**src/rtl/fetch_pkg.sv**
```systemverilog
// Shared types and constants for the instruction fetch unit.
package fetch_pkg;

  localparam int XLEN = 32;
  localparam logic [XLEN-1:0] NOP_INSTR = 32'h0000_0013;
  localparam int unsigned PC_STEP = 4;

  typedef enum logic [1:0] {
    IDLE,
    REQ,
    WAIT,
    HOLD
  } fetch_state_t;

endpackage

```
**src/rtl/fetch_pc_reg.sv**
```systemverilog
// Fetch PC register: word-aligned load for redirects, +PC_STEP increment after
// a delivered instruction, and a one-cycle misalignment flag for redirect targets.
module fetch_pc_reg #(
  parameter int XLEN = fetch_pkg::XLEN,
  parameter logic [XLEN-1:0] RESET_VECTOR = '0
) (
  input  logic            clk_i,
  input  logic            reset_i,
  input  logic            load_i,
  input  logic [XLEN-1:0] load_pc_i,
  input  logic            inc_i,
  output logic [XLEN-1:0] pc_o,
  output logic            misalign_o
);

  logic [XLEN-1:0] pc_q;
  logic [XLEN-1:0] pc_d;
  logic            misalign_q;
  logic            misalign_d;

  // Load wins over increment; the low two bits of a redirect target are dropped.
  always_comb begin
    pc_d       = pc_q;
    misalign_d = 1'b0;
    if (load_i) begin
      pc_d       = {load_pc_i[XLEN-1:2], 2'b00};
      misalign_d = (load_pc_i[1:0] != 2'b00);
    end else if (inc_i) begin
      pc_d = pc_q + XLEN'(fetch_pkg::PC_STEP);
    end
  end

  // PC and misalignment flag registers.
  always_ff @(posedge clk_i or posedge reset_i) begin
    if (reset_i) begin
      pc_q       <= RESET_VECTOR;
      misalign_q <= 1'b0;
    end else begin
      pc_q       <= pc_d;
      misalign_q <= misalign_d;
    end
  end

  assign pc_o       = pc_q;
  assign misalign_o = misalign_q;

endmodule

```
**src/rtl/instr_fetch_unit.sv**
```systemverilog
// Instruction fetch unit: issues one word read at a time, holds the returned
// instruction for decode, and handles redirects by discarding stale responses.
module instr_fetch_unit #(
  parameter int XLEN = fetch_pkg::XLEN,
  parameter logic [XLEN-1:0] RESET_VECTOR = '0,
  parameter logic [XLEN-1:0] NOP_INSTR = XLEN'(fetch_pkg::NOP_INSTR)
) (
  input  logic            clk,
  input  logic            reset,
  input  logic            fetch_enable,
  input  logic            redirect_valid,
  input  logic [XLEN-1:0] redirect_pc,
  output logic            imem_req_valid,
  input  logic            imem_req_ready,
  output logic [XLEN-1:0] imem_req_addr,
  input  logic            imem_rsp_valid,
  input  logic [XLEN-1:0] imem_rsp_data,
  output logic            instr_valid,
  input  logic            instr_ready,
  output logic [XLEN-1:0] instr_out,
  output logic [XLEN-1:0] instr_pc,
  output logic            misalign_err
);

  fetch_pkg::fetch_state_t state_q;
  logic                    drop_q;
  logic [XLEN-1:0]         instr_out_q;
  logic [XLEN-1:0]         instr_pc_q;
  logic [XLEN-1:0]         pc_q;
  logic                    pc_inc;

  fetch_pc_reg #(
    .XLEN         (XLEN),
    .RESET_VECTOR (RESET_VECTOR)
  ) u_pc_reg (
    .clk_i      (clk),
    .reset_i    (reset),
    .load_i     (redirect_valid),
    .load_pc_i  (redirect_pc),
    .inc_i      (pc_inc),
    .pc_o       (pc_q),
    .misalign_o (misalign_err)
  );

  // The PC advances only when a live (non-dropped) response is captured.
  always_comb begin
    pc_inc = 1'b0;
    if (!redirect_valid && (state_q == fetch_pkg::WAIT) && imem_rsp_valid && !drop_q) begin
      pc_inc = 1'b1;
    end
  end

  // Fetch FSM with drop flag and held-instruction registers; redirect has top priority.
  always_ff @(posedge clk or posedge reset) begin
    if (reset) begin
      state_q     <= fetch_pkg::IDLE;
      drop_q      <= 1'b0;
      instr_out_q <= NOP_INSTR;
      instr_pc_q  <= '0;
    end else if (redirect_valid) begin
      case (state_q)
        fetch_pkg::IDLE: state_q <= fetch_pkg::IDLE;
        fetch_pkg::REQ: begin
          if (imem_req_ready) begin
            drop_q  <= 1'b1;
            state_q <= fetch_pkg::WAIT;
          end
        end
        fetch_pkg::WAIT: begin
          if (imem_rsp_valid) begin
            drop_q  <= 1'b0;
            state_q <= fetch_enable ? fetch_pkg::REQ : fetch_pkg::IDLE;
          end else begin
            drop_q <= 1'b1;
          end
        end
        fetch_pkg::HOLD: begin
          instr_out_q <= NOP_INSTR;
          state_q     <= fetch_enable ? fetch_pkg::REQ : fetch_pkg::IDLE;
        end
        default: state_q <= fetch_pkg::IDLE;
      endcase
    end else begin
      case (state_q)
        fetch_pkg::IDLE: begin
          if (fetch_enable) state_q <= fetch_pkg::REQ;
        end
        fetch_pkg::REQ: begin
          if (imem_req_ready) state_q <= fetch_pkg::WAIT;
        end
        fetch_pkg::WAIT: begin
          if (imem_rsp_valid) begin
            if (drop_q) begin
              drop_q  <= 1'b0;
              state_q <= fetch_enable ? fetch_pkg::REQ : fetch_pkg::IDLE;
            end else begin
              instr_out_q <= imem_rsp_data;
              instr_pc_q  <= pc_q;
              state_q     <= fetch_pkg::HOLD;
            end
          end
        end
        fetch_pkg::HOLD: begin
          if (instr_ready) begin
            instr_out_q <= NOP_INSTR;
            state_q     <= fetch_enable ? fetch_pkg::REQ : fetch_pkg::IDLE;
          end
        end
        default: state_q <= fetch_pkg::IDLE;
      endcase
    end
  end

  assign imem_req_valid = (state_q == fetch_pkg::REQ);
  assign imem_req_addr  = pc_q;
  assign instr_valid    = (state_q == fetch_pkg::HOLD);
  assign instr_out      = instr_out_q;
  assign instr_pc       = instr_pc_q;

endmodule

```
**config.mk**
```make
export PLATFORM = sky130hd
export DESIGN_NAME = instr_fetch_unit
export DESIGN_NICKNAME = d
export VERILOG_FILES = /design/src/rtl/fetch_pkg.sv /design/src/rtl/fetch_pc_reg.sv /design/src/rtl/instr_fetch_unit.sv
export SDC_FILE = /design/constraint.sdc
export NUM_CORES = 1
export LEC_CHECK = 0
export CAP_MARGIN = 20
export CORE_UTILIZATION = 42
export CTS_CLUSTER_SIZE = 12
export DETAILED_ROUTE_END_ITERATION = 8
export GPL_ROUTABILITY_DRIVEN = 0
export PLACE_DENSITY = 0.76
export SYNTH_ARGS = -nofsm -noshare
export SYNTH_HDL_FRONTEND = slang
export SYNTH_HIERARCHICAL = 1
export SYNTH_SLANG_ARGS = --single-unit
```
**constraint.sdc**
```tcl
create_clock -name clk -period 2.3 [get_ports clk]
set_input_delay 0.23 -clock clk [delete_from_list [all_inputs] [get_ports clk]]
set_output_delay 0.23 -clock clk [all_outputs]
set_load 0.02 [all_outputs]
```
== Word-level counts from Yosys, hierarchy flattened ==
Index checks and enable logic that the tools add are counted.

* Div/mod/pow operators: 0
* Shift operators: 0
* $mul: 0
* Reductions and logical operators: 16
* Equal/unequal tests: 10
* Magnitude comparators: 0
* Add/subtract/negate cells: 1
* Bitwise gates (word level): 2
* Multiplexer cells: 26

{| class="wikitable"
|+ Operators by type and width
! kind !! number
|-
| 32-bit two-way mux || 7
|-
| 32-bit one-hot mux with 2 select lines || 1
|-
| 32-bit by 3-bit adder with 32-bit output (second input constant) || 1
|-
| 2-bit one-hot mux with 4 select lines || 2
|-
| 2-bit two-way mux || 7
|-
| 2-bit nonzero test || 6
|-
| 3-bit != test (second input constant) || 3
|-
| 1-bit two-way mux || 8
|-
| 4-bit AND reduction || 2
|-
| 3-bit by 2-bit != test with 1-bit output (second input constant) || 2
|-
| 5-bit AND reduction || 1
|-
| 2-bit == test (second input constant) || 2
|-
| 1-bit logical AND || 3
|-
| 3-bit AND reduction || 1
|-
| 2-bit by 1-bit == test with 1-bit output (second input constant) || 1
|-
| 1-bit logical NOT || 2
|-
| 2-bit logical NOT || 1
|-
| 2-bit by 1-bit != test with 1-bit output (second input constant) || 1
|-
| 2-bit != test (second input constant) || 1
|-
| 1-bit NOT || 2
|-
| 1-bit one-hot mux with 2 select lines || 1
|}

* Output and inout bits: 99
* Bits of input ports: 71
* Memories: 0
* Word-level logic and storage cells: 61
* Register bits after elaboration: 100
* Latch bits: 0
* Memory bits (writable): 0
* ROM bits: 0

== Longest topological paths before layout ==
Gate-level depths: netlist of the first run.

* Depth in word-level cells: 7
* Depth in mapped cells: 12
* Depth with buffers taken out: 7

== Cells and area by module ==
The synthesis of the first run kept the hierarchy.

{| class="wikitable"
|+ By module, submodules not included
! module !! cells each !! seq. area each (µm²) !! area an instance (µm²) !! instances
|-
| instr_fetch_unit || 242 || 1680.4 || 3123.0 || 1
|-
| fetch_pc_reg || 205 || 775.7 || 1853.0 || 1
|}

== Least setup slack after synthesis of the first run ==
OpenSTA, ideal clock, no wires.

* Kind: register to register
* Start: register state_q[0]
* End: register u_pc_reg.pc_q[21], in the netlist u_pc_reg/pc_o[21]
* Setup slack: -0.162 ns
* Period minus slack after synthesis: 2.462 ns
* Library setup time: 0.082 ns
* Data arrival time: 2.381 ns
* Stages on the path, launching flop included: 13
* Buffers on the path: 5
* Required time: 2.218 ns
* Cell sequence: dfrtp_1 > inv_1 > ha_1 > buf_2 > and3_4 > buf_6 > buf_12 > and4_1 > buf_6 > nand3_4 > buf_6 > or4_1 > a31oi_1

* Longest elaborated chain between the ends: 6

{| class="wikitable"
|+ Ends and longest elaborated chain
! item !! line !! source
|-
| start, declared || instr_fetch_unit.sv:25 || <nowiki>fetch_pkg::fetch_state_t state_q;</nowiki>
|-
| start signal, assigned || instr_fetch_unit.sv:56 || <nowiki>state_q <= fetch_pkg::IDLE;</nowiki>
|-
| start signal, assigned || instr_fetch_unit.sv:62 || <nowiki>fetch_pkg::IDLE: state_q <= fetch_pkg::IDLE;</nowiki>
|-
| start signal, assigned || instr_fetch_unit.sv:66 || <nowiki>state_q <= fetch_pkg::WAIT;</nowiki>
|-
| 2-bit == test || instr_fetch_unit.sv:48 || <nowiki>if (!redirect_valid && (state_q == fetch_pkg::WAIT) && imem_rsp_valid && !drop_q) begin</nowiki>
|-
| 1-bit logical AND (3 in a row) || instr_fetch_unit.sv:48 ||
|-
| 1-bit two-way mux || instr_fetch_unit.sv:48 ||
|-
| net pc_inc || instr_fetch_unit.sv:30 || <nowiki>logic pc_inc;</nowiki>
|-
| 2-bit nonzero test (no line) || - ||
|-
| end signal, assigned || fetch_pc_reg.sv:39 || <nowiki>pc_q <= pc_d;</nowiki>
|-
| end, declared || fetch_pc_reg.sv:16 || <nowiki>logic [XLEN-1:0] pc_q;</nowiki>
|}

The timed path passes the listed nets, and every way through them passes these cells.
A chain may end at the register's enable or synchronous reset.

== Worst setup path in the final report of the first run ==
* Start: register state_q[0]
* End: register u_pc_reg.pc_q[28], in the netlist u_pc_reg/pc_o[28]

* Longest elaborated chain between the ends: 6

{| class="wikitable"
|+ Ends and longest elaborated chain
! item !! line
|-
| 2-bit == test || instr_fetch_unit.sv:48
|-
| 1-bit logical AND (3 in a row) || instr_fetch_unit.sv:48
|-
| 1-bit two-way mux || instr_fetch_unit.sv:48
|-
| 2-bit nonzero test (no line) || -
|}

No other way between the ends.

==> impl_metrics.csv, run 1 <==
group,metric,value,unit
power,powerDensity,1034,nW/um^2
synthesis,synth_area_per_cell,11.13,um^2
synthesis,netlist_top_cells_area,"dfrtp_1 (48%), mux2_4 (9.1%), mux2i_1 (6.0%), nand2_1 (3.9%), inv_1 (3.0%)",
layout,fin_cells,760,
sta,slew_viol_final,0,
placement,place_ws,73.03,ps
power,p_total,7296,uW
die,design.core.area,11470,um^2
synthesis,ys_types,52,
power,p_clk_share,20.8,%
die,start_util,43.39,%
placement,placedCellCount,744,
die,die_h,110.8,um
run,drv_cap,0,
die,num_io_pins,170,
global_routing,grt_max_degree,47,
clock_network,htreeDepth,3,
synthesis,yosysMostFrequentCell,"dfrtp_1",
power,ir_drop,0.5549,mV
sta,setup_slack,157.1,ps
setup_path,cp.required,2560,ps
synthesis,ys_seq_elements,98,
routing,viasPerCell,5.241,
status,status,"finished, final reports clean",
die,rows,39,
setup_path,critPathSlowestCell,"or4_1",
clock_network,clock_latency,350,ps
die,dieArea,12290,um^2
layout,synthToLayoutAreaGrowth,41.77,%
setup_path,crit_chain,"inv_2 -> ha_4 -> and3_4 -> and3_4 -> nand3_4 -> or4_1 -> a31oi_1",
global_routing,globalRoute.totalOverflow,0,
synthesis,ys.flop_type,"dfrtp_1",
clock_network,cts-root-buf,"clkbuf_16",
die,fp.dieW,110.8,um
power,p_leak,0.003163,uW
global_routing,antenna_found_initial,0,
clock_network,cts-buffers-inserted,9,
synthesis,synth_edf_count,0,
sta,setup_viol,0,
clock_network,clkTransAtPathRegs,60,ps
sta,finalHoldViolCount,0,
synthesis,synth-async-reset-ratio,100.0,%
setup_path,crit_cells,7,
setup_path,crit_type,"register to register",
layout,layout-drive-gt1-share,13.94,%
layout,antenna_cells,0,
synthesis,yosys_warnings,6,
synthesis,yosysSeqAreaShare,49.36,%
global_routing,grt_usage,21.35,%
synthesis,netlist_area,4976,um^2
setup_path,reg2regPathDepth,7,
setup_path,r2r_slack,160,ps
placement,place_hpwl,8.953,mm
routing,drt_wl_total,12.59,mm
clock_network,cts_tree,"done",
global_routing,grt_pass1_wl,21.14,mm
sta,fin_worst_skew,4.664,ps
placement,io_buffers,167,
setup_path,cp.buffers_inverters,1,
setup_path,max_stage_delay,530,ps
synthesis,synthTopCellsByCount,"dfrtp_1 (95), nand2_1 (52), inv_1 (40)",
setup_path,worstReg2RegEnd,"u_pc_reg/pc_o[28]",
routing,wl_per_cell,16.57,um
setup_path,cpMostUsedCell,"and3_4",
power,p_int,4819,uW
setup_path,critPathTopFamily,"simple AND/OR/NAND/NOR gates",
power,switchingPower,2477,uW
setup_path,rr_startpoint,"state_q[0]",
clock_network,clock-sinks,98,
routing,via_count,3983,
setup_path,worstSetupStartpointType,"register",
routing,drtPass1Iterations,5,
routing,drc,0,
layout,nets,689,
routing,drt_iter0_markers,155,
global_routing,grt_pass1_vias,4108,
sta,rsz0062_at_grt,"false",
clock_network,clock_path_buffers,2,
synthesis,yosysTopAreaCell,"dfrtp_1",
power,combPwrFrac,43.1,%
clock_network,cts_setup_buffers,0,
hold_path,hold_path_class,"input port to async pin",
sta,max_freq,0.4667,GHz
power,seqPwrFrac,36.2,%
sta,min_period,2143,ps
setup_path,cp.arrival,2410,ps
sta,timing.final.crit_share,93.17,%
power,switching_share,33.95,%
synthesis,yosysTopAreaCellShare,47.77,%
synthesis,syn_inst,447,
routing,ant_nets,0,
setup_path,endpoint_kind,"register",
setup_path,cp_max_fo,12,
[flip-flops by register name, indices dropped and copies added (netlist names)]
signal,cells
drop_q,1
instr_out,32
u_pc_reg/misalign_o,1
state_q,2
u_pc_reg/pc_o,30
instr_pc,32
[metrics by stage]
step	area (um^2)	TNS, ps	hold slack (ps)	utilization, %
finish	7054	0	92.60	61.52
global route	7054	0	96.68	61.52
CTS	7043	0	83.17	61.42
detailed placement	6740	0	453.3	58.78
global placement	6740	0	449.3	58.78
floorplan	5007	-284.1	333.5	-
[worst max-delay path by stage]
stage	start	endpoint	slack, ps
after detailed placement	state_q[0]	u_pc_reg/pc_o[28]	70
after CTS	state_q[0]	u_pc_reg/pc_o[28]	50
after global routing	state_q[0]	u_pc_reg/pc_o[28]	20
after global placement	imem_rsp_valid	u_pc_reg/pc_o[28]	180
final	state_q[0]	u_pc_reg/pc_o[28]	160
after floorplan	state_q[0]	u_pc_reg/pc_o[22]	-90
[layout by cell type, fill, tap and decap left out, types with 10 or more instances in the layout]
| master | instances |
|---|---|
| buf_4 | 14 |
| o21ai_0 | 16 |
| inv_1 | 38 |
| nand4_1 | 10 |
| o31ai_1 | 10 |
| xor2_1 | 10 |
| mux2i_1 | 30 |
| mux2_4 | 30 |
| nand2_1 | 52 |
| nor2_1 | 19 |
| nand3_1 | 12 |
| dfrtp_1 | 94 |
| a31oi_1 | 13 |
| clkdlybuf4s50_1 | 166 |
| or4_1 | 11 |
[routing by layer]
layer / GRT usage (%) / wire (um)
met2: 35.07 / 6183
met4: 8.178 / 202
met5: 0 / 0
met3: 4.429 / 743
met1: 27.68 / 5462
[layout make-up]
cell class,count,area [um^2]
fill,953,4413
sequential,98,2457
multi-input combinational,280,2153
timing repair buffer,183,1812
clock buffer,15,297.8
tap,143,178.9
inverter,40,150.1
clock inverter,1,5.005
[worst register-to-register path, cell delays in order, from the launching register on]
cell and delay (ps):
dfrtp_2 440, inv_2 100, ha_4 190, and3_4 230
and3_4 240, nand3_4 140, or4_1 540, a31oi_1 180
[cells by family (layout without fill, tap and decap cells)]
logic type	count (synthesis)	count (layout)	share of synthesized area (%)
compound gates	59	59	8.248
simple gates	136	136	14.48
mux	65	65	16.22
xor+xnor	12	12	2.112
other cells	1	2	0.07536
fa+ha+maj	6	6	1.509
buf+inv	70	239	7.996
flops	98	98	49.36
[power groups by stage]
| stage | Combinational, uW | Clock, uW | Sequential (uW) |
|---|---|---|---|
| after floorplan | 1140 | 0 | 3240 |
| after global placement | 3090 | 0 | 2630 |
| after detailed placement | 3140 | 0 | 2660 |
| final | 3140 | 1520 | 2640 |
| after CTS | 3160 | 1550 | 2640 |
| after global routing | 3350 | 1600 | 2710 |
[what timing repair did]
item	CTS	global route
resized for setup	0	3
setup endpoints to repair	0	10
hold buffers	0	0
No activity file was read; power rests on OpenSTA's default activity.
==> run 2: changes to the inputs <==
--- a/config.mk
+++ b/config.mk
@@ -11,6 +11,7 @@
 export DETAILED_ROUTE_END_ITERATION = 8
 export GPL_ROUTABILITY_DRIVEN = 0
 export PLACE_DENSITY = 0.76
+export SLEW_MARGIN = 10
 export SYNTH_ARGS = -nofsm -noshare
 export SYNTH_HDL_FRONTEND = slang
 export SYNTH_HIERARCHICAL = 1
==> results of run 2 <==
Final layout, timing and power as in run 1 (identical DEF).
